## config.mk

```make
export PLATFORM = sky130hd
export DESIGN_NAME = wdt_sleep_controller
export DESIGN_NICKNAME = d
export VERILOG_FILES = /design/src/rtl/pic_pkg.sv /design/src/rtl/wdt_counter.sv /design/src/rtl/wdt_sleep_controller.sv
export SDC_FILE = /design/constraint.sdc
export NUM_CORES = 1
export LEC_CHECK = 0
export BUFFER_PORTS_ARGS = -buffer_cell sky130_fd_sc_hd__clkbuf_2
export CORE_MARGIN = 5
export CORE_UTILIZATION = 43
export DETAILED_ROUTE_END_ITERATION = 16
export GPL_TIMING_DRIVEN = 0
export HOLD_SLACK_MARGIN = 0.06
export SYNTH_ARGS = -nofsm -noshare
export SYNTH_HDL_FRONTEND = slang
export SYNTH_SLANG_ARGS = --single-unit
```

## constraint.sdc

```tcl
create_clock -name clk -period 2.2 [get_ports clk]
set_input_delay 0.44 -clock clk [delete_from_list [all_inputs] [get_ports clk]]
set_output_delay 0.44 -clock clk [all_outputs]
set_load 0.02 [all_outputs]
```

## src/rtl/pic_pkg.sv

```systemverilog
// Shared PIC16F core definitions: power/WDT sequencer state encoding,
// OPTION and STATUS bit positions, and the WDT prescaler mask helper.
package pic_pkg;

    typedef enum logic [1:0] {
        ST_RUN      = 2'd0,
        ST_SLEEP    = 2'd1,
        ST_WDT_RST  = 2'd2,
        ST_WDT_POST = 2'd3
    } wdt_state_t;

    // OPTION register fields
    localparam int OPT_PS_LSB = 0;
    localparam int OPT_PS_MSB = 2;
    localparam int OPT_PSA    = 3;

    // STATUS register bits owned by the WDT/SLEEP sequencer
    localparam int STATUS_PD  = 3;
    localparam int STATUS_TO  = 4;

    localparam int PRESCALE_W = 8;

    // Low ps bits of the prescaler that must be all-ones for a time-out;
    // ps=0 gives an empty mask, so every base tick times out.
    function automatic logic [PRESCALE_W-1:0] ps_mask(input logic [2:0] ps);
        return PRESCALE_W'((9'd1 << ps) - 9'd1);
    endfunction

endpackage

```

## src/rtl/wdt_counter.sv

```systemverilog
// WDT base counter plus optional prescaler; produces the time-out strobe.
module wdt_counter
    import pic_pkg::*;
#(
    parameter int BASE_W = 8
) (
    input  logic       clk,
    input  logic       rst,
    input  logic       en,
    input  logic       clear,
    input  logic       psa,
    input  logic [2:0] ps,
    output logic       timeout
);

    logic [BASE_W-1:0]     base;
    logic [PRESCALE_W-1:0] pre;
    logic [PRESCALE_W-1:0] mask;
    logic                  base_tick;

    assign base_tick = en && (&base);
    assign mask      = ps_mask(ps);
    // ps/psa are sampled live, so a change applies at the next base tick
    assign timeout   = base_tick && (!psa || ((pre & mask) == mask));

    // Base runs every clock while enabled; prescaler advances once per base period
    always_ff @(posedge clk or posedge rst) begin
        if (rst) begin
            base <= '0;
            pre  <= '0;
        end else if (!en || clear) begin
            base <= '0;
            pre  <= '0;
        end else begin
            base <= base + BASE_W'(1);
            if (psa && base_tick)
                pre <= pre + PRESCALE_W'(1);
        end
    end

endmodule

```

## src/rtl/wdt_sleep_controller.sv

```systemverilog
// Watchdog and SLEEP sequencer: tracks RUN/SLEEP, issues WDT core resets
// and wakes, and drives the STATUS not-TO / not-PD write enables.
module wdt_sleep_controller
    import pic_pkg::*;
#(
    parameter int BASE_W = 8
) (
    input  logic       clk,
    input  logic       rst,
    input  logic       wdt_en,
    input  logic       psa,
    input  logic [2:0] ps,
    input  logic       op_clrwdt,
    input  logic       op_sleep,
    input  logic       wake_event,
    output logic       sleeping,
    output logic       wdt_reset_req,
    output logic       wdt_wake,
    output logic       n_to_wr_en,
    output logic       n_to_in,
    output logic       n_pd_wr_en,
    output logic       n_pd_in
);

    wdt_state_t state, state_nx;
    logic       timeout;
    logic       clear;

    wdt_counter #(.BASE_W(BASE_W)) u_wdt_counter (
        .clk     (clk),
        .rst     (rst),
        .en      (wdt_en),
        .clear   (clear),
        .psa     (psa),
        .ps      (ps),
        .timeout (timeout)
    );

    // State register; sleeping is a flopped copy of (state == SLEEP)
    always_ff @(posedge clk or posedge rst) begin
        if (rst) begin
            state    <= ST_RUN;
            sleeping <= 1'b0;
        end else begin
            state    <= state_nx;
            sleeping <= (state_nx == ST_SLEEP);
        end
    end

    // Next state: RUN priority is sleep > clrwdt > timeout; in SLEEP timeout beats wake
    always_comb begin
        state_nx = state;
        case (state)
            ST_RUN: begin
                if (op_sleep)
                    state_nx = ST_SLEEP;
                else if (!op_clrwdt && timeout)
                    state_nx = ST_WDT_RST;
            end
            ST_SLEEP: begin
                if (timeout || wake_event)
                    state_nx = ST_RUN;
            end
            ST_WDT_RST:  state_nx = ST_WDT_POST;
            ST_WDT_POST: state_nx = ST_RUN;
            default:     state_nx = ST_RUN;
        endcase
    end

    // Outputs: status-bit writes, counter clear, reset/wake pulses
    always_comb begin
        clear         = 1'b0;
        wdt_reset_req = 1'b0;
        wdt_wake      = 1'b0;
        n_to_wr_en    = 1'b0;
        n_to_in       = 1'b1;
        n_pd_wr_en    = 1'b0;
        n_pd_in       = 1'b1;
        case (state)
            ST_RUN: begin
                if (op_sleep) begin
                    clear      = 1'b1;
                    n_to_wr_en = 1'b1;
                    n_pd_wr_en = 1'b1;
                    n_pd_in    = 1'b0;
                end else if (op_clrwdt) begin
                    clear      = 1'b1;
                    n_to_wr_en = 1'b1;
                    n_pd_wr_en = 1'b1;
                end else if (timeout) begin
                    clear      = 1'b1;
                end
            end
            ST_SLEEP: begin
                if (timeout) begin
                    clear      = 1'b1;
                    wdt_wake   = 1'b1;
                    n_to_wr_en = 1'b1;
                    n_to_in    = 1'b0;
                end
            end
            ST_WDT_RST: begin
                wdt_reset_req = 1'b1;
            end
            ST_WDT_POST: begin
                // Lands after the core reset so it overrides the STATUS reset value
                n_to_wr_en = 1'b1;
                n_to_in    = 1'b0;
                n_pd_wr_en = 1'b1;
            end
            default: ;
        endcase
    end

endmodule

```

==> implementation parameters <==
Parameter                              Value

Placement
  Half-perimeter wire length after detailed placement    1.736 mm
  Number of instances in the placed design    170
  Port Buffer Count    16
  Weighted congestion reported at the end of routability-driven placement    0.7790

Global routing
  Via count of the first global-routing pass    927
  Global-route usage over all layers    0.1490
  First-pass GRT wire length    4.057 mm
  Grt total ovfl    0
  Antenna violations before repair    0
  Pin count of the biggest net entering global routing    19

Clock tree
  CTS max path bufs    2
  Clock-pin slew on the worst setup and hold paths    0.10 ns
  Post-CTS Hold Fix Bufs    0
  Clock Sink Count    18
  Number of levels in the clock H-tree    1
  TritonCTS clock tree    built
  Clock insertion delay at the later pin of the skew report    0.29 ns
  Number of buffers added by the clock tree synthesis step    3
  Clk Tree Root Cell    sky130_fd_sc_hd__clkbuf_4

Timing
  Hold violation count in the final report    0
  Transition time at the pin with the least slew margin    0.7040 ns
  Setup repair after global routing missed its margin    true
  Crit path time final    2.216 ns
  Worst slew margin    0.5301
  Final critical-path setup slack    -0.01580 ns
  Post-route fraction of the period consumed by the critical path    1.007
  Final number of max-transition violations    0
  Max Freq    451.3 MHz
  Skew final    0.003572 ns
  Final setup violation count    2

Final layout
  Core occupancy in the finished layout    0.5780
  Proportion of layout cells with a drive suffix above 1    0.3205
  Count of filler cells inserted in the layout    225
  Area growth from synthesis to layout    30.80%
  Total Nets Final    173
  ANT cells    0
  Post-route insts no fill    186

Die
  Number of top-level design ports    17
  Initial standard-cell utilization of the core    0.4419
  Area of the core    0.002455 sq mm
  Floorplan die height    60.23 um
  Die X-Extent    60.23 um
  Die Footprint    0.003627 sq mm
  FP Rows    18

Worst setup path
  Required time at the worst-slack endpoint    1.76 ns
  Master of the slowest instance on the critical path    sky130_fd_sc_hd__dfrtp_1
  Arr. time, crit path    1.78 ns
  Cell family with most CP delay    compound AO/OA/AOI/OAI gates
  Type of the worst setup path    register to primary output
  Worst Path Max Fanout    3
  Worst path buffer plus inverter count    1
  Largest stage delay on the critical path    0.44 ns
  Ordered list of cells on the worst path    nand2b_4 -> a21oi_4 -> o41ai_4 -> nand3_2 -> a21oi_2 -> buf_4
  Endpoint kind of the worst setup timing path    primary output
  Element type at the critical path start    register

Route
  Iteration-0 DRC count of the detailed router    38
  Routed length per placed instance    13.64 um
  Total Routed Length    2.537 mm
  Vias per cell    5.317
  Antenna violation net count after detailed routing    0
  Via total after detailed routing    989
  Router iterations before antenna repair    4
  Number of DRC violations after detailed routing    0

Yosys
  Syn Nets    140
  Synth Register Bits    18
  Cell count after synthesis    124
  Post-synthesis cell type count    31
  Warning count from the yosys run    0
  Syn Std Cell Area    0.001085 sq mm
  Part of the Yosys area used for sequential elements    0.4152
  Average size of a mapped cell    8.748 sq um

Outcome
  Result of the run    finished with violations
  Failing checks    setup timing

Pwr
  Power density over cell area    672.2 mW/mm^2
  Sum of internal, switching and leakage power    0.9538 mW
  Peak ir drop on the vdd network    571.8 uV
  Leakage power total    0.6500 nW

Flow run
  Max-cap violation count    0

Worst hold path
  Tightest Hold Check Type    primary input to async pin
-- routing by layer --
metal / part of all wire / up-vias / track usage
li1: - / 490 / -
met1: 0.46 / 473 / 0.1871
met2: 0.48 / 20 / 0.2423
met3: 0.041 / 6 / 0.04536
met4: 0.018 / 0 / 0.04747
met5: 0 / - / 0
-- logic make-up (layout without fill, tap and decap cells) --
logic type,Yosys count,count (layout),synth area share
fa+ha+maj,6,6,0.06920
compound gates,20,20,0.1223
simple gates,59,59,0.2664
xor+xnor,10,10,0.08073
buf+inv,11,43,0.04613
flops,18,18,0.4152
-- stage by stage --
stage               worst slack (ns)  cell area [sq um]  setup TNS, ns  hold slack [ns]
finish                      -0.01580               1419       -0.01745           0.2222
global route                 -0.1229               1419        -0.2059           0.2433
CTS                          -0.1051               1321        -0.2268           0.2411
detailed placement          -0.01446               1202       -0.01446           0.5072
global placement            0.004521               1202              0           0.5008
floorplan                     0.2032               1085              0           0.3786
-- cells in the final DEF, fill, tap and decap left out, types with 2 or more instances in the layout --
cell type                  instances
sky130_fd_sc_hd__buf_4            13
sky130_fd_sc_hd__a21oi_2           3
sky130_fd_sc_hd__and3_1            2
sky130_fd_sc_hd__nand2_1          10
sky130_fd_sc_hd__clkbuf_4          3
sky130_fd_sc_hd__dfrtp_1          18
sky130_fd_sc_hd__nor3_1            3
sky130_fd_sc_hd__nand3_1          10
sky130_fd_sc_hd__a21oi_1           3
sky130_fd_sc_hd__nor2_1           17
sky130_fd_sc_hd__nand2b_1          2
sky130_fd_sc_hd__clkbuf_2         13
sky130_fd_sc_hd__o21ai_0           5
sky130_fd_sc_hd__ha_1              4
sky130_fd_sc_hd__nor4_1            3
sky130_fd_sc_hd__buf_6             2
sky130_fd_sc_hd__nand3_2           2
sky130_fd_sc_hd__xor2_1            5
sky130_fd_sc_hd__inv_1             8
sky130_fd_sc_hd__nor2b_1           2
sky130_fd_sc_hd__xnor2_1           5
-- registers in the layout (all words and copies together), names as in the netlist --
register and cells:
state 2, u_wdt_counter.base 8, sleeping 1, u_wdt_counter.pre 7
-- final timing paths --
kind                            cells after the start                               end                             start  slack [ns]
worst max register to register                      5  u_wdt_counter.pre[2]$_DFFE_PP0P_   u_wdt_counter.base[1]$_DFF_PP0_        0.44
worst min register to register                      2   u_wdt_counter.base[4]$_DFF_PP0_   u_wdt_counter.base[4]$_DFF_PP0_        0.56
max in group asynchronous                           2   u_wdt_counter.base[1]$_DFF_PP0_                               rst        1.53
worst min-delay path                                2   u_wdt_counter.base[7]$_DFF_PP0_                               rst        0.22
min in group clk                                    3  u_wdt_counter.pre[0]$_DFFE_PP0P_                            wdt_en        0.44
worst max-delay path                                6                        n_to_wr_en  u_wdt_counter.pre[4]$_DFFE_PP0P_       -0.02
-- cell usage after synthesis (all sizes together) --
master / count / area [sq um]
xnor2: 5 / 43.79
nand3: 12 / 65.06
xor2: 5 / 43.79
nand4: 1 / 6.260
or3: 1 / 7.510
a31o: 1 / 8.760
a21boi: 1 / 7.510
or2: 1 / 6.260
nor2b: 2 / 12.51
a21oi: 7 / 35.03
and3: 2 / 12.51
nor4: 3 / 18.77
o2bb2ai: 1 / 8.760
nor3: 3 / 15.01
nand4b: 1 / 8.760
o211ai: 1 / 7.510
o21ai: 5 / 25.02
o211a: 1 / 10.01
ha: 6 / 75.07
a31oi: 1 / 6.260
o41ai: 1 / 16.27
nand2b: 3 / 18.77
nand2: 11 / 41.29
nor2: 18 / 67.56
buf: 2 / 16.26
dfrtp: 18 / 450.4
o21a: 1 / 7.510
and4: 1 / 8.760
inv: 9 / 33.78
-- worst reg2reg max path: stages, from the launching register on --
cell	delay [ns]
sky130_fd_sc_hd__dfrtp_1	0.40
sky130_fd_sc_hd__ha_2	0.26
sky130_fd_sc_hd__and4_1	0.22
sky130_fd_sc_hd__nand3_2	0.18
sky130_fd_sc_hd__or3_2	0.49
sky130_fd_sc_hd__a21oi_1	0.15
-- where the power goes --
part / leakage, nW / internal, mW / switching, mW
clock network: 0.0210 / 0.101 / 0.102
registers: 0.246 / 0.359 / 0.0210
logic: 0.383 / 0.149 / 0.223
total: 0.650 / 0.608 / 0.346
-- area by class of cell --
| class | instances | area (sq um) | area share |
|---|---|---|---|
| buffer | 2 | 16.27 | 0.01146 |
| multi-input combinational | 95 | 655.6 | 0.4621 |
| inverter | 9 | 33.78 | 0.02381 |
| clock buffer | 4 | 36.28 | 0.02557 |
| sequential | 18 | 450.4 | 0.3175 |
| tap | 30 | 37.54 | 0.02646 |
| timing repair buffer | 28 | 188.9 | 0.1332 |
-- what timing repair did --
item                                   in CTS  in global routing
pin swaps                                   1                  5
resized for setup                           8                 16
buffers inserted                            7                  5
endpoints found under the hold margin       0                  0
setup endpoints to repair                   3                  4
(Power assumes the default switching activity.)
